--- src/rtl/xmod_pkg.sv ---
// Shared types and elaboration-time helpers for the sequential X mod MOD engine.
// Optional early-exit build is selected with XMOD_EARLY_EXIT_EN (see x_mod_m_seq).
package xmod_pkg;

    typedef enum logic [1:0] {
        IDLE = 2'd0,
        RUN  = 2'd1,
        DONE = 2'd2
    } state_e;

    // Bits needed to index v values (ceil(log2(v))), 0 for v <= 1.
    function automatic int unsigned clog2(input longint unsigned v);
        int unsigned     r;
        longint unsigned p;
        r = 0;
        p = 64'd1;
        while (p < v) begin
            p = p << 1;
            r = r + 32'd1;
        end
        return r;
    endfunction

    function automatic int unsigned pow2_mod(input int unsigned e, input int unsigned m);
        int unsigned r;
        r = 32'd1 % m;
        for (int unsigned i = 0; i < e; i++) begin
            r = (r * 32'd2) % m;
        end
        return r;
    endfunction

    // Weight of entry idx in a table of powers 2**(idx*step) mod m.
    function automatic int unsigned gen_weight(input int unsigned idx, input int unsigned step,
                                               input int unsigned m);
        return pow2_mod(idx * step, m);
    endfunction

    // Largest value one fold pass can produce from an in_w-bit input.
    function automatic longint unsigned fold_bound(input int unsigned in_w, input int unsigned r_w,
                                                   input int unsigned m);
        longint unsigned lo;
        lo = (64'd1 << r_w) - 64'd1;
        if (in_w <= r_w) begin
            return lo;
        end
        return lo + 64'(in_w - r_w) * (64'(m) - 64'd1);
    endfunction

    // Largest acc*W + sum(chunk_i*w_i) seen in one Horner step.
    function automatic longint unsigned horner_bound(input int unsigned m, input int unsigned chunk_w,
                                                     input int unsigned cpc);
        longint unsigned mm;
        mm = 64'(m) - 64'd1;
        return mm * mm + 64'(cpc) * ((64'd1 << chunk_w) - 64'd1) * mm;
    endfunction

endpackage

--- src/rtl/x_mod_m_fold.sv ---
// Combinational exact reduction of a wide sum into [0, MOD): two high-bit folding
// passes with constant weights 2**k mod MOD, then a short chain of conditional subtracts.
module xmod_fold
    import xmod_pkg::*;
#(
    parameter int unsigned IN_SUM_W = 14,
    parameter int unsigned MOD      = 47,
    localparam int unsigned R_W     = clog2(64'(MOD))
) (
    input  logic [IN_SUM_W-1:0] sum,
    output logic [R_W-1:0]      res_c
);

    localparam int unsigned S1_W  = clog2(fold_bound(IN_SUM_W, R_W, MOD) + 64'd1);
    localparam int unsigned S2_W  = clog2(fold_bound(S1_W, R_W, MOD) + 64'd1);
    localparam int unsigned N_SUB = 32'(fold_bound(S1_W, R_W, MOD) / 64'(MOD));

    logic [S1_W-1:0] s1;
    logic [S2_W-1:0] s2;

    always_comb begin
        s1 = S1_W'(sum[R_W-1:0]);
        for (int unsigned k = R_W; k < IN_SUM_W; k++) begin
            if (sum[k]) s1 = s1 + S1_W'(pow2_mod(k, MOD));
        end
        s2 = S2_W'(s1[R_W-1:0]);
        for (int unsigned k = R_W; k < S1_W; k++) begin
            if (s1[k]) s2 = s2 + S2_W'(pow2_mod(k, MOD));
        end
        // Residual is bounded by N_SUB*MOD + MOD-1, so N_SUB subtracts make it exact.
        for (int unsigned j = 0; j < N_SUB; j++) begin
            if (s2 >= S2_W'(MOD)) s2 = s2 - S2_W'(MOD);
        end
    end

    assign res_c = R_W'(s2);

endmodule

--- src/rtl/x_mod_m_seq.sv ---
// Multi-cycle residue engine R = X mod MOD, MSB-first Horner over BEAT_W-bit beats.
// Define XMOD_EARLY_EXIT_EN to start at the highest nonzero beat instead of a fixed latency.
module x_mod_m_seq
    import xmod_pkg::*;
#(
    parameter int unsigned IN_W    = 200,
    parameter int unsigned MOD     = 47,
    parameter int unsigned CHUNK_W = 6,
    parameter int unsigned CPC     = 4,
    localparam int unsigned R_W    = clog2(64'(MOD))
) (
    input  logic            clk,
    input  logic            rst_n,
    input  logic            in_valid,
    output logic            in_ready,
    input  logic [IN_W-1:0] in_x,
    output logic            out_valid,
    input  logic            out_ready,
    output logic [R_W-1:0]  out_r,
    output logic            busy
);

    localparam int unsigned BEAT_W  = CHUNK_W * CPC;
    localparam int unsigned N_BEATS = (IN_W + BEAT_W - 1) / BEAT_W;
    localparam int unsigned PAD_W   = N_BEATS * BEAT_W;
    localparam int unsigned CNT_W   = (N_BEATS > 1) ? clog2(64'(N_BEATS)) : 1;
    localparam int unsigned BEAT_WT = pow2_mod(BEAT_W, MOD);
    localparam int unsigned SUM_W   = clog2(horner_bound(MOD, CHUNK_W, CPC) + 64'd1);

    state_e             state_q, state_d;
    logic               in_ready_q, in_ready_d;
    logic               out_valid_q, out_valid_d;
    logic               busy_q, busy_d;
    logic [PAD_W-1:0]   sh_q, sh_d;
    logic [CNT_W-1:0]   cnt_q, cnt_d;
    logic [R_W-1:0]     acc_q, acc_d;
    logic [PAD_W-1:0]   pad_c;
    logic [SUM_W-1:0]   sum_c;
    logic [R_W-1:0]     fold_c;
    logic               accept_c;

    assign accept_c = in_valid && in_ready_q;
    assign pad_c    = PAD_W'(in_x);

    // State and registered handshake outputs.
    always_ff @(posedge clk or negedge rst_n) begin
        if (!rst_n) begin
            state_q     <= IDLE;
            in_ready_q  <= 1'b1;
            out_valid_q <= 1'b0;
            busy_q      <= 1'b0;
        end else begin
            state_q     <= state_d;
            in_ready_q  <= in_ready_d;
            out_valid_q <= out_valid_d;
            busy_q      <= busy_d;
        end
    end

    always_comb begin
        state_d = state_q;
        case (state_q)
            IDLE:    if (accept_c) state_d = RUN;
            RUN:     if (cnt_q == '0) state_d = DONE;
            DONE:    if (out_ready) state_d = IDLE;
            default: state_d = IDLE;
        endcase
    end

    // Outputs are decoded from the next state so they land in flops alongside it.
    always_comb begin
        in_ready_d  = 1'b0;
        out_valid_d = 1'b0;
        busy_d      = 1'b1;
        case (state_d)
            IDLE: begin
                in_ready_d = 1'b1;
                busy_d     = 1'b0;
            end
            DONE:    out_valid_d = 1'b1;
            default: ;
        endcase
    end

`ifdef XMOD_EARLY_EXIT_EN
    logic [CNT_W-1:0] top_beat_c;

    always_comb begin
        top_beat_c = '0;
        for (int unsigned j = 0; j < N_BEATS; j++) begin
            if (pad_c[j*BEAT_W +: BEAT_W] != '0) top_beat_c = CNT_W'(j);
        end
    end
`endif

    // One Horner step on the top beat of the shift register.
    always_comb begin
        sum_c = SUM_W'(acc_q) * SUM_W'(BEAT_WT);
        for (int unsigned i = 0; i < CPC; i++) begin
            sum_c = sum_c + SUM_W'(sh_q[PAD_W-BEAT_W+CHUNK_W*i +: CHUNK_W])
                          * SUM_W'(gen_weight(i, CHUNK_W, MOD));
        end
    end

    xmod_fold #(
        .IN_SUM_W (SUM_W),
        .MOD      (MOD)
    ) u_fold (
        .sum   (sum_c),
        .res_c (fold_c)
    );

    always_comb begin
        sh_d  = sh_q;
        cnt_d = cnt_q;
        acc_d = acc_q;
        if (accept_c) begin
            acc_d = '0;
`ifdef XMOD_EARLY_EXIT_EN
            cnt_d = top_beat_c;
            sh_d  = pad_c;
            for (int unsigned j = 0; j < N_BEATS; j++) begin
                if (top_beat_c == CNT_W'(j)) sh_d = pad_c << (BEAT_W * (N_BEATS - 1 - j));
            end
`else
            cnt_d = CNT_W'(N_BEATS - 1);
            sh_d  = pad_c;
`endif
        end else if (state_q == RUN) begin
            acc_d = fold_c;
            sh_d  = sh_q << BEAT_W;
            cnt_d = cnt_q - CNT_W'(1);
        end
    end

    always_ff @(posedge clk or negedge rst_n) begin
        if (!rst_n) begin
            sh_q  <= '0;
            cnt_q <= '0;
            acc_q <= '0;
        end else begin
            sh_q  <= sh_d;
            cnt_q <= cnt_d;
            acc_q <= acc_d;
        end
    end

    assign in_ready  = in_ready_q;
    assign out_valid = out_valid_q;
    assign busy      = busy_q;
    assign out_r     = acc_q;

endmodule

--- config.mk ---
export PLATFORM = sky130hd
export DESIGN_NAME = x_mod_m_seq
export DESIGN_NICKNAME = d
export VERILOG_FILES = /design/src/rtl/xmod_pkg.sv /design/src/rtl/x_mod_m_fold.sv /design/src/rtl/x_mod_m_seq.sv
export SDC_FILE = /design/constraint.sdc
export NUM_CORES = 1
export LEC_CHECK = 0
export ABC_AREA = 1
export CORE_MARGIN = 4
export CORE_UTILIZATION = 55
export DETAILED_ROUTE_END_ITERATION = 7
export PLACE_DENSITY = 0.9
export SKIP_CTS_REPAIR_TIMING = 1
export SLEW_MARGIN = 10
export SYNTH_ARGS = -nofsm -noshare
export SYNTH_HDL_FRONTEND = slang
export SYNTH_SLANG_ARGS = --single-unit
--- constraint.sdc ---
create_clock -name clk -period 13.95 [get_ports clk]
set_input_delay 1.395 -clock clk [delete_from_list [all_inputs] [get_ports clk]]
set_output_delay 1.395 -clock clk [all_outputs]
set_load 0.03 [all_outputs]
# Yosys cells after proc, flatten, opt, wreduce, memory -nomap -nowiden
# Index checks and enable logic that the tools add are counted.
[totals]
latch_bits = 0
rom_bits = 0
mem_count = 0
output_inout_bits = 9
in_bits = 204
wordCells = 70
ff_bits = 231
mem_bits_rw = 0
[op_classes]
mul = 3
muxes = 28
n_shift = 0
div_mod_pow = 0
n_reduce_logical = 5
n_eq_ne = 3
bitwise = 0
n_lt_le_gt_ge = 4
n_addsub = 20
[ops]
columns = ["operator", "count"]
rows = [
  ["2-to-1 mux 216 bit", 2],
  ["2-to-1 mux 9 bit", 8],
  ["2-to-1 mux 8 bit", 6],
  ["greater-or-equal comparator 8 x 6 -> 1 bit (second input constant)", 4],
  ["adder 9 x 6 -> 9 bit (second input constant)", 3],
  ["subtractor 8 x 6 -> 8 bit (second input constant)", 3],
  ["multiplier 6 x 5 -> 11 bit (second input constant)", 2],
  ["adder 9 x 5 -> 9 bit (second input constant)", 2],
  ["2-to-1 mux 6 bit", 3],
  ["adder 13 x 11 -> 14 bit", 1],
  ["adder 6 x 5 -> 7 bit (second input constant)", 2],
  ["adder 12 x 9 -> 13 bit", 1],
  ["adder 8 x 11 -> 12 bit", 1],
  ["adder 9 x 3 -> 9 bit (second input constant)", 1],
  ["adder 9 x 4 -> 9 bit (second input constant)", 1],
  ["multiplier 6 x 3 -> 9 bit (second input constant)", 1],
  ["adder 7 x 6 -> 8 bit", 1],
  ["adder 8 x 5 -> 8 bit (second input constant)", 1],
  ["adder 8 x 6 -> 8 bit (second input constant)", 1],
  ["2-to-1 mux 4 bit", 2],
  ["2-to-1 mux 2 bit", 3],
  ["one-hot mux 2 bit (3 select lines)", 1],
  ["subtractor 6 bit (second input constant)", 1],
  ["== test 2 bit (second input constant)", 2],
  ["7 further kinds", 10],
]

# Depth between registers and ports, before layout
[depth]
word_depth = 36
mapped_depth = 87
ltp_nobuf = 87

# Hierarchy
# From an unflattened synthesis, not the netlist that was laid out.
[hier_totals]
hier_cells = 1983
hier_area_um2 = 15378.5
[modules_own_cells]
columns = ["module", "cells_per_inst", "seq_area_each_um2", "area_per_inst_um2", "n_inst"]
rows = [
  ["x_mod_m_seq", 1289, 5781.8, 11977.7, 1],
  ["xmod_fold", 694, 0.0, 3400.8, 1],
]

# Least setup slack after synthesis
# OpenSTA, ideal clock, no wires.
[synth_timing]
kind = "register to register"
startpoint = "reg sh_q[208]"
endpoint = "reg acc_q[5], in the netlist out_r[5]"
setup_slack_ns = 2.072
stages_incl_launch_ff = 77
required_ns = 13.833
setup_time_ns = 0.117
n_path_buf = 0
period_less_slack_ns = 11.878
arrival_ns = 11.761
cell_sequence = "dfrtp_1 -> fa_1 -> fa_1 -> inv_1 -> fa_1 -> inv_1 -> fa_1 -> fa_1 -> inv_1 -> fa_1 -> inv_1 -> ha_1 -> a21oi_1 -> nand3_2 -> nand2_8 -> nand2_2 -> nand2_4 -> nand2_4 -> [... 41 more ...] -> xnor2_1 -> inv_2 -> ha_1 -> nand3_1 -> nor2_1 -> nand3_2 -> nand2_4 -> xor2_2 -> ha_1 -> nand3_1 -> nor2_2 -> nand3_2 -> nand2_4 -> nand2_1 -> nand2_1 -> nand2_1 -> nand2_1 -> nand2_1"
[synth_via]
elab_chain_cells = 35
elab_cells_between_ends = 39
classes_between = "add/sub (17); mul (1); order compare (4); mux (17)"
[synth_rtl]
columns = ["element", "line", "text"]
rows = [
  ["from (decl)", "x_mod_m_seq.sv:34", "logic [PAD_W-1:0] sh_q, sh_d;"],
  ["from (signal assigned)", "x_mod_m_seq.sv:138", "sh_q <= '0;"],
  ["from (signal assigned)", "x_mod_m_seq.sv:142", "sh_q <= sh_d;"],
  ["multiplier 6 x 3 -> 9 bit *", "x_mod_m_seq.sv:101", "* SUM_W'(gen_weight(i, CHUNK_W, MOD));"],
  ["adder 12 x 9 -> 13 bit *", "x_mod_m_seq.sv:100", "sum_c = sum_c + SUM_W'(sh_q[PAD_W-BEAT_W+CHUNK_W*i +: CHUNK_W])"],
  ["adder 13 x 11 -> 14 bit *", "x_mod_m_seq.sv:100", ""],
  ["adder 6 x 5 -> 7 bit", "x_mod_m_fold.sv:24", "if (sum[k]) s1 = s1 + S1_W'(pow2_mod(k, MOD));"],
  ["2-to-1 mux 9 bit", "x_mod_m_fold.sv:24", ""],
  ["adder 9 x 6 -> 9 bit", "x_mod_m_fold.sv:24", ""],
  ["2-to-1 mux 9 bit", "x_mod_m_fold.sv:24", ""],
  ["adder 9 x 5 -> 9 bit", "x_mod_m_fold.sv:24", ""],
  ["[... 19 more ...]", "--", ""],
  ["subtractor 8 x 6 -> 8 bit or greater-or-equal comparator 8 x 6 -> 1 bit (tied branches)", "x_mod_m_fold.sv:32", "if (s2 >= S2_W'(MOD)) s2 = s2 - S2_W'(MOD);"],
  ["2-to-1 mux 8 bit *", "x_mod_m_fold.sv:32", ""],
  ["subtractor 8 x 6 -> 8 bit or greater-or-equal comparator 8 x 6 -> 1 bit (tied branches)", "x_mod_m_fold.sv:32", ""],
  ["2-to-1 mux 8 bit *", "x_mod_m_fold.sv:32", ""],
  ["greater-or-equal comparator 8 x 6 -> 1 bit or subtractor 6 bit (tied branches)", "x_mod_m_fold.sv:32", ""],
  ["2-to-1 mux 6 bit *", "x_mod_m_fold.sv:32", ""],
  ["2-to-1 mux 6 bit *", "x_mod_m_seq.sv:129", "end else if (state_q == RUN) begin"],
  ["2-to-1 mux 6 bit *", "x_mod_m_seq.sv:117", "if (accept_c) begin"],
  ["to (signal assigned)", "x_mod_m_seq.sv:140", "acc_q <= '0;"],
  ["to (signal assigned)", "x_mod_m_seq.sv:144", "acc_q <= acc_d;"],
  ["to (decl)", "x_mod_m_seq.sv:36", "logic [R_W-1:0] acc_q, acc_d;"],
]
# Every way passes the cells marked *; elsewhere a longest branch is shown, timed or not. The select of a mux whose other input is x is not followed.
# A chain may end at the register's enable or synchronous reset.

# Worst setup path in the final report
# Ends and elaborated chain as after synthesis.

==> flow_metrics.env <==
export IMPL_status="finished, final reports clean"
export IMPL_rsz0062_at_grt="false"
export IMPL_crit_path_start_kind="flop"
export IMPL_synth_area_mm2=0.0147
export IMPL_fp_row_count=59
export IMPL_numPortBuffers=212
export IMPL_dieArea_mm2=0.0294
export IMPL_synth_edff_count=0
export IMPL_avgSynthCellArea_um2=7.82
export IMPL_grt_overflow_total=0
export IMPL_drc=0
export IMPL_ant_nets=0
export IMPL_fill_cells=1950
export IMPL_htreeDepth=1
export IMPL_num_io_pins=213
export IMPL_synth_top_area_share_pct=39.2
export IMPL_syn_num_nets=2183
export IMPL_vias_per_cell=5.45
export IMPL_setup_violations=0
export IMPL_antenna_found_initial=3
export IMPL_setup_tns_ns=0
export IMPL_syn_inst=1877
export IMPL_first_pass_iters=5
export IMPL_yosys_top_cells_area="dfrtp_1, nand2_1, inv_1, fa_1, ha_1"
export IMPL_cts_sinks=231
export IMPL_final_net_count=2359
export IMPL_synth_common_cells="nand2_1, inv_1, dfrtp_1"
export IMPL_core_area_mm2=0.0261
export IMPL_skew_ns=0.0165
export IMPL_slowest_delay_ns=0.55
export IMPL_clkSlewWorstSetupHoldPaths_ns=0.07
export IMPL_cts_buffer_depth=3
export IMPL_area_growth_syn_to_layout_pct=21.2
export IMPL_synth_distinct_cells=48
export IMPL_slew_violations=0
export IMPL_initial_core_util_pct=56.2
export IMPL_worst_pin_slew_ns=1.13
export IMPL_maxSlewHeadroom_pct=24.7
export IMPL_root_buffer="clkbuf_16"
export IMPL_fmax_mhz=77.0
export IMPL_min_path_type="flop to flop"
export IMPL_seq_area_frac_synth_pct=39.4
export IMPL_drt_iter0_markers=989
export IMPL_drv_cap=0
export IMPL_finalCritPeriodShare_pct=93.1
export IMPL_die_w_um=171
export IMPL_synth_most_common_cell="nand2_1"
export IMPL_tritoncts="built"
export IMPL_clock_latency_ns=0.51
export IMPL_drt_wirelength_per_cell_um=15.7
export IMPL_gp_congestion=0.889
export IMPL_dp_hpwl_um=27100
export IMPL_crit_fanout=10
export IMPL_seq_area_mm2=0.00578
export IMPL_grtUsageTotal_pct=25.6
export IMPL_synthArstFlopShare_pct=100
export IMPL_crit_type="flop to flop"
export IMPL_cts_inserted_buffers=22
export IMPL_fin_crit_ns=12.99
export IMPL_synth_ff_type="dfrtp_1"
export IMPL_worstPathRequired_ns=14.34
export IMPL_fp_dieH_um=171
export IMPL_grt_pass1_vias=13300
export IMPL_hold_viol=0
export IMPL_critPathSlowestCell="fa_1"
export IMPL_ys_ff_latch=231
export IMPL_critPathCaptureType="flop"
export IMPL_grt_pass1_wl_um=62400
export IMPL_utilization_pct=68.1
export IMPL_postRouteWirelength_um=37700
export IMPL_drive_gt1_share_pct=7.54
export IMPL_via_count=13100
export IMPL_multi_input_area_mm2=0.00753
export IMPL_synth_area_leader_cell="dfrtp_1"
export IMPL_yosys_warnings=0
export IMPL_crit_path_frequent_cell="nand2_1"
export IMPL_grt_max_degree=125
export IMPL_cp_arrival_ns=13.38
==> worst paths after layout <==
| kind | slack [ns] | cells after the start | start | endpoint |
|---|---|---|---|---|
| hold reg to reg | 0.47 | 1 | state_q[1] | state_q[0] |
| max in group asynchronous | 11.64 | 2 | rst_n | sh_q[84] |
| setup / recovery | 0.96 | 76 | sh_q[208] | out_r[5] |
| setup reg to reg | 0.96 | 76 | sh_q[208] | out_r[5] |
| hold / removal | 0.47 | 1 | state_q[1] | state_q[0] |
| min in group asynchronous | 0.87 | 1 | rst_n | sh_q[29] |
==> placed cells by master, fill, tap and decap left out, types with 3 or more instances in the layout <==
cell type	instances
a21oi_1	18
o31ai_1	4
ha_1	61
xor2_2	4
o22ai_1	3
nor2_2	11
xor2_1	9
nand2_2	42
nor3_1	3
nand2_4	9
o221ai_1	49
nand3_4	3
o21ai_1	7
nand3b_1	5
clkinv_2	3
o211ai_1	92
inv_1	287
o21ai_0	47
nand2_1	646
clkdlybuf4s50_1	211
clkbuf_8	3
clkinv_4	4
nand3_2	14
xnor2_1	5
buf_4	7
nand4_1	16
nor2_4	3
nor2_1	48
fa_1	41
clkbuf_1	3
nand3_1	115
dfrtp_1	230
inv_2	11
a22o_1	3
clkbuf_16	23
==> worst max-delay path, delay by kind of cell (launching register included) <==
kind            cells  cell delay, ns
fa+ha+maj          16            5.73
simple gates       42            4.67
compound gates      4            0.77
buf+inv            11            0.73
xor+xnor            3            0.56
flops               1            0.44
==> stage by stage <==
stage,instances,hold WS (ns),instance area (um2),setup slack (ns)
final,2405,0.466,17800,0.960
after global routing,2405,0.472,17800,0.0268
after CTS,2403,0.453,17800,0.794
after detailed placement,2364,0.442,17100,0.859
after global placement,2364,0.432,17100,1.55
after floorplan,1877,0.422,14700,2.07
==> routing by layer <==
metal	wire length [um]	part of all wire [%]	vias to the layer above	GRT usage [%]
li1	-	-	6350	-
met1	15000	40	6224	31.9
met2	18900	50	437	44.7
met3	2390	6.3	97	4.73
met4	1300	3.5	2	9.47
met5	13	0.035	-	0
==> area by class of cell <==
cell class | instances | area share, %
timing repair buffer | 219 | 12.2
antenna | 2 | 0.0281
sequential | 231 | 32.5
clock inverter | 10 | 0.576
clock buffer | 29 | 3.53
tap | 335 | 2.36
multi-input combinational | 1275 | 42.3
inverter | 304 | 6.47
==> state kept, by name (all words and copies together) (netlist names) <==
signal / count
out_r: 6
cnt_q: 4
busy: 1
out_valid: 1
in_ready: 1
state_q: 2
sh_q: 216
==> kinds of logic after synthesis <==
kind of cell | share of synthesized area (%)
AO/OA/AOI/OAI | 11.1
flip-flops | 39.4
AND/OR/NAND/NOR | 27.5
adder cells (fa/ha/maj) | 10.8
XOR/XNOR | 1.69
buffers and inverters | 9.51
Power is left out: the tool's default activity adds up to more than one toggle a clock period on the data nets, which glitch-free logic cannot reach.
